**config.mk**
```make
export PLATFORM = sky130hd
export DESIGN_NAME = fpu_addsub
export DESIGN_NICKNAME = d
export VERILOG_FILES = /design/src/rtl/fpu_addsub_pkg.sv /design/src/rtl/fpu_addsub_lzc12.sv /design/src/rtl/fpu_addsub.sv
export SDC_FILE = /design/constraint.sdc
export NUM_CORES = 1
export LEC_CHECK = 0
export ABC_CLOCK_PERIOD_IN_PS = 5600
export BUFFER_PORTS_ARGS = -buffer_cell sky130_fd_sc_hd__clkbuf_2
export CORE_UTILIZATION = 62
export CTS_BUF_LIST = sky130_fd_sc_hd__clkbuf_8
export DETAILED_ROUTE_END_ITERATION = 8
export PLACE_DENSITY = 0.83
export SKIP_CTS_REPAIR_TIMING = 1
export SYNTH_ARGS = -nofsm -noshare
export SYNTH_HDL_FRONTEND = slang
export SYNTH_SLANG_ARGS = --single-unit
```
**constraint.sdc**
```tcl
create_clock -name clk -period 5.6 [get_ports clk]
set_input_delay 0.84 -clock clk [delete_from_list [all_inputs] [get_ports clk]]
set_output_delay 0.84 -clock clk [all_outputs]
set_load 0.005 [all_outputs]
```
**src/rtl/fpu_addsub_pkg.sv**
```systemverilog
// Shared float-format definitions for the processor's 16-bit float datapath.
// Field positions, exponent limits and add/sub opcodes used by every FPU path.
package fpu_addsub_pkg;

    localparam int SIGN_BIT = 15;
    localparam int EXP_MSB  = 14;
    localparam int EXP_LSB  = 7;
    localparam int EXP_W    = 8;
    localparam int FRAC_W   = 7;
    localparam int MAN_W    = FRAC_W + 1;   // hidden one + fraction
    localparam int GRD_W    = 3;            // extra low bits kept through alignment
    localparam int ALN_W    = MAN_W + GRD_W;
    localparam int SUM_W    = ALN_W + 1;    // room for the carry out of the add

    localparam logic [EXP_W-1:0] BIAS    = 8'd127;
    localparam logic [EXP_W-1:0] EXP_MAX = 8'd254;
    localparam logic [14:0]      SAT_MAG = 15'h7F7F;

    typedef enum logic {
        OPaddf = 1'b0,
        OPsubf = 1'b1
    } fpu_op_e;

    // Mantissa with hidden one; an exponent of zero means the operand is zero.
    function automatic logic [MAN_W-1:0] fp_mant(input logic [EXP_MSB:0] mag);
        return (mag[EXP_MSB:EXP_LSB] == '0) ? '0 : {1'b1, mag[FRAC_W-1:0]};
    endfunction

    typedef struct packed {
        logic             sign_l;
        logic             sign_s;
        logic [EXP_W-1:0] exp;
        logic [ALN_W-1:0] man_l;
        logic [ALN_W-1:0] man_s;
    } align_t;

    typedef struct packed {
        logic             sign;
        logic [EXP_W-1:0] exp;
        logic [SUM_W-1:0] mag;
    } sum_t;

endpackage

```
**src/rtl/fpu_addsub_lzc12.sv**
```systemverilog
// Leading-zero count of a 12-bit value; an all-zero input reports 12.
// Shared by the add/sub, itof and mulf normalizers.
module lzc12 (
    input  logic [11:0] value,
    output logic [3:0]  count
);

    // Ascending scan so the most significant set bit is the one that sticks.
    always_comb begin
        count = 4'd12;
        for (int i = 0; i < 12; i++) begin
            if (value[i]) count = 4'(11 - i);
        end
    end

endmodule

```
**src/rtl/fpu_addsub.sv**
```systemverilog
// Three-stage float add/subtract: S1 align, S2 add, S3 normalize/pack.
// Valid/ready: a transfer happens on a rising edge where valid && ready; one global stall.
module fpu_addsub
    import fpu_addsub_pkg::*;
#(
    parameter int TAGW = 4
) (
    input  logic            clk,
    input  logic            reset,
    input  logic            in_valid,
    output logic            in_ready,
    input  logic            in_sub,
    input  logic [15:0]     in_a,
    input  logic [15:0]     in_b,
    input  logic [TAGW-1:0] in_dest,
    output logic            out_valid,
    input  logic            out_ready,
    output logic [15:0]     out_result,
    output logic [TAGW-1:0] out_dest,
    output logic            out_zero,
    output logic            busy
);

    logic            advance;
    logic            s1_valid, s2_valid;
    align_t          s1_q, s1_d;
    sum_t            s2_q, s2_d;
    logic [TAGW-1:0] s1_dest, s2_dest;

    assign advance  = !(out_valid && !out_ready);
    assign in_ready = advance;
    assign busy     = s1_valid || s2_valid || out_valid;

    // ---------------- S1: align ----------------
    logic             b_sign, swap;
    logic [14:0]      key_a, key_b, mag_l, mag_s;
    logic [EXP_W-1:0] exp_l, exp_s, exp_diff;
    logic [MAN_W-1:0] man_s8;

    assign b_sign = in_b[SIGN_BIT] ^ in_sub;
    assign key_a  = (in_a[EXP_MSB:EXP_LSB] == '0) ? 15'd0 : in_a[EXP_MSB:0];
    assign key_b  = (in_b[EXP_MSB:EXP_LSB] == '0) ? 15'd0 : in_b[EXP_MSB:0];
    assign swap   = key_b > key_a;
    assign mag_l  = swap ? key_b : key_a;
    assign mag_s  = swap ? key_a : key_b;
    assign exp_l  = mag_l[EXP_MSB:EXP_LSB];
    assign exp_s  = mag_s[EXP_MSB:EXP_LSB];
    assign exp_diff = exp_l - exp_s;
    assign man_s8 = fp_mant(mag_s);

    always_comb begin
        s1_d.sign_l = swap ? b_sign : in_a[SIGN_BIT];
        s1_d.sign_s = swap ? in_a[SIGN_BIT] : b_sign;
        s1_d.exp    = exp_l;
        s1_d.man_l  = {fp_mant(mag_l), {GRD_W{1'b0}}};
        s1_d.man_s  = (exp_diff >= 8'(ALN_W)) ? '0 : ({man_s8, {GRD_W{1'b0}}} >> exp_diff);
    end

    // ---------------- S2: add / subtract magnitudes ----------------
    always_comb begin
        s2_d.sign = s1_q.sign_l;
        s2_d.exp  = s1_q.exp;
        if (s1_q.sign_l == s1_q.sign_s)
            s2_d.mag = {1'b0, s1_q.man_l} + {1'b0, s1_q.man_s};
        else
            s2_d.mag = {1'b0, s1_q.man_l} - {1'b0, s1_q.man_s};
    end

    // ---------------- S3: normalize / pack ----------------
    logic [3:0]        lz;
    logic [SUM_W-1:0]  norm;
    logic [FRAC_W-1:0] frac_n;
    logic signed [9:0] exp_n;
    logic [15:0]       res_n;

    lzc12 u_lzc (
        .value (s2_q.mag),
        .count (lz)
    );

    // Shifting the leading one up to the carry position covers both the
    // carry case (lz = 0, exponent + 1) and the cancellation case uniformly.
    assign norm   = s2_q.mag << lz;
    assign frac_n = 7'(norm >> (GRD_W + 1));
    assign exp_n  = $signed({2'b00, s2_q.exp}) + 10'sd1 - $signed({6'd0, lz});

    always_comb begin
        res_n = {s2_q.sign, 8'(exp_n), frac_n};
        if (s2_q.mag == '0 || exp_n < 10'sd1)
            res_n = 16'h0000;
        else if (exp_n > $signed({2'b00, EXP_MAX}))
            res_n = {s2_q.sign, SAT_MAG};
    end

    // ---------------- stage registers ----------------
    always_ff @(posedge clk or negedge reset) begin
        if (!reset) begin
            s1_valid   <= 1'b0;
            s2_valid   <= 1'b0;
            out_valid  <= 1'b0;
            out_result <= 16'h0000;
            out_dest   <= '0;
            out_zero   <= 1'b1;
        end else if (advance) begin
            s1_valid  <= in_valid;
            s2_valid  <= s1_valid;
            out_valid <= s2_valid;
            if (s2_valid) begin
                out_result <= res_n;
                out_dest   <= s2_dest;
                out_zero   <= (res_n == 16'h0000);
            end
        end
    end

    // Payload registers only need to follow their valid bits.
    always_ff @(posedge clk) begin
        if (advance) begin
            if (in_valid) begin
                s1_q    <= s1_d;
                s1_dest <= in_dest;
            end
            if (s1_valid) begin
                s2_q    <= s2_d;
                s2_dest <= s1_dest;
            end
        end
    end

endmodule

```
==> summary.txt <==
Drt
  – Routed len/inst: 15.4 µm
  – WL met1: 5.21 mm
  – Vias per cell: 5.96
  – Initial DRC count: 308
  – TritonRoute pass-1 iters: 7
  – Highest Signal Layer: met4
  – WL met3: around 760 µm
  – WL met2: 6.27 mm
  – Final WL: 12.7 mm
  – DRC viols: 0
  – Antenna-violating nets left: 0
  – Routed vias: 4933

Critical path
  – Worst path cell trace: clkbuf_2, nor4_1, nand2_1, nand2_1, inv_1, ha_1, a21oi_1, o21a_1, a21oi_4, o21ai_2, and3_1, nor2_1, ha_1, nand2_1, a31oi_1, nand4bb_1, mux2i_1, o211ai_1, a21oi_1
  – Crit-path leading delay family: compound AO/OA/AOI/OAI gates
  – Crit path DAT: 4860 ps
  – Crit Path Max Fanout: 11
  – Slowest stage cell, crit path: o211ai_1
  – Critical path class: input pin to flip-flop
  – Crit path required time: 5650 ps
  – Crit path top cell by count: nand2_1
  – Bufs and invs on worst path: 2
  – CP endpoint kind: flip-flop
  – CP peak stage delay: 820 ps
  – Startpoint types: input pin

Synth
  – Post-synth top area share: 29.0%
  – Number of synthesized flops with an enable pin: 58
  – Post-Synthesis Cell Area: between 0.006 and 0.007 mm²
  – Distinct cells, synth: 77
  – Cells after synthesis: approximately 640
  – Cell taking the most area after synthesis: edfxtp_1
  – Ys async rst share: 29.3%
  – Syn Area/Cell: 9.32 µm²
  – Synthesis Warnings: 0
  – Syn Nets: about 730
  – Area contributors post-synth: edfxtp_1 (29%), dfrtp_1 (9.6%), ha_1 (9.4%)
  – Post-synthesis sequential area ratio: slightly below 40%
  – Main synth FF type: edfxtp_1
  – Synth Register Bits: 82

Clock tree
  – Htree depth: 3
  – Clk root buf: clkbuf_8
  – TritonCTS clock tree: built
  – CTS buffer count: 9
  – Clk slew on worst S/H paths: 90 ps
  – Clock sinks: slightly above 80
  – Clock buffer depth: 2
  – Worst-skew pair later-pin latency: 360 ps

Power and ir drop
  – Worst vdd ir: between 150 and 200 µV
  – Power per cell area: 362 mW/mm²
  – Leakage power: 2.82 nW

Floorplanning
  – Die width: ~100 µm
  – Die footprint: 0.0101 mm²
  – Die height: 100 µm
  – Initial Utilization: 64.4%
  – I/O pin count: 65
  – Row count: 35
  – Core Footprint: 0.00933 mm²

Cells and area
  – Seq. cell area: 0.00234 mm²
  – Share of cells above drive strength 1: 17.3%
  – Fill cells: 687
  – # nets final: 781
  – Area growth from synthesis to layout: 10.3%
  – Multi-input logic area: approximately 0.0033 mm²
  – Antenna Cells: 0
  – Finished Layout Cells: 827

STA
  – RSZ-0062 raised after global routing: false
  – Clock skew: around 14 ps
  – Worst-Margin Slew: 1070 ps
  – Fmax: 208 MHz
  – Final WS setup: 792 ps
  – Period utilization: a little under nine tenths
  – Setup-failing EPs final: 0
  – Fin crit period: 4810 ps
  – Max-slew violation count: 0
  – Fin. Hold Viols: 0
  – Setup tns final: 0 ps
  – Rel. slew slack: 28.6%

GRT
  – Wire length of the first global-routing pass: 21.5 mm
  – All-layer global routing usage: 27.2%
  – Largest net degree at the start of global routing: 44
  – Vias in the first global route: 4792
  – Grt ovf: 0
  – Initial antenna violation count: 0

Placed design
  – Inst Count DP: between 800 and 900
  – Final RePlAce weighted congestion: 0.933
  – Post-detailed-placement half-perimeter wirelength: between 9 and 10 mm
  – IO buf count: 64
  – Pre-CTS setup slack: 478 ps

Hold path
  – Hold Path Class: flip-flop to flip-flop

Status
  – Status: finished clean

Run
  – Max-Cap Viols: 0
## report_power, final
group          internal, mW  switching [mW]  total (mW)  leakage [nW]
sequential            0.831           0.101       0.932         0.839
combinational         0.421           0.565       0.987          1.87
clock                 0.256           0.223       0.479         0.112
## layout make-up
class | instances | share of cell area [%]
inverters | 48 | 2.72
clock inverters | 7 | 1.53
repair buffers | 71 | 5.63
well taps | 129 | 2.44
multi-input cells | 481 | 50.4
flip-flops and latches | 82 | 35.4
clock buffers | 9 | 1.87
## logic make-up (layout without fill, tap and decap cells)
family	Yosys count	in the layout	synth area share (%)
xor+xnor	22	22	3.21
flops	82	82	39.0
compound gates	174	174	19.1
buf+inv	81	135	5.40
mux	25	25	5.21
fa+ha+maj	47	47	10.0
simple gates	213	213	18.0
## layer usage
layer  vias up  global-route usage (%)
met5         -                       0
li1       2440                       -
met4         0                    12.5
met2       181                    48.7
met1      2273                    31.2
met3        39                    5.50
## per-stage QoR
step	utilization, %	power, mW	cell area [µm²]	hold WS (ps)
floorplan	-	1.64	6000	400
finish	71.0	2.40	6620	415
global route	71.0	2.58	6620	412
global placement	68.5	1.88	6390	402
detailed placement	68.5	1.92	6390	405
CTS	71.0	2.40	6620	416
## state kept, by name, indices dropped and copies added, names as in the netlist
signal      flops
out_zero        1
s1_dest         4
out_valid       1
s2_dest         4
s1_q           29
s2_valid        1
out_dest        4
s2_q           21
s1_valid        1
out_result     16
## placed cells by master, fill, tap and decap left out, drive strengths merged, types with 7 or more instances in the layout
master | netlist | final
clkbuf | 24 | 73
edfxtp | 58 | 58
buf | 9 | 7
mux2i | 11 | 11
nand2 | 76 | 76
a21o | 9 | 9
inv | 48 | 50
and2 | 9 | 9
xnor2 | 15 | 15
nor3 | 16 | 16
nor4 | 14 | 14
nand3 | 15 | 15
xor2 | 7 | 7
dfrtp | 23 | 23
mux2 | 10 | 10
nand2b | 8 | 8
o21bai | 8 | 8
o21a | 7 | 7
a21oi | 38 | 38
ha | 45 | 45
nor2 | 41 | 41
a211oi | 8 | 8
o21ai | 63 | 63
## cells in the mapped netlist, types with 5 or more instances
master / count
dfrtp_1: 23
ha_1: 45
nand2_1: 76
nor3_1: 15
xor2_1: 7
edfxtp_1: 58
and2_1: 7
a211oi_1: 7
buf_2: 7
nand3_1: 14
clkbuf_1: 24
o21bai_1: 8
and3_1: 5
a21o_1: 9
inv_1: 48
nor4_1: 11
mux2_2: 10
mux2i_1: 11
nand4_1: 5
o21a_1: 6
a31oi_1: 5
o21ai_0: 60
nand2b_1: 8
xnor2_1: 15
nor2_1: 41
a21oi_1: 37
## path summary, 6_finish.rpt
kind                           from  slack, ps  depth (start not counted)              to
max                        in_b[12]        790                         19         s1_q[2]
min                        s1_q[24]        420                          0        s2_q[14]
max reg2reg                 s2_q[1]        860                         19  out_result[13]
min reg2reg                s1_q[24]        420                          0        s2_q[14]
max in group asynchronous     reset       4770                          1   out_result[5]
min in group asynchronous     reset        450                          1  out_result[13]
Power figures use the tool's default switching activity.
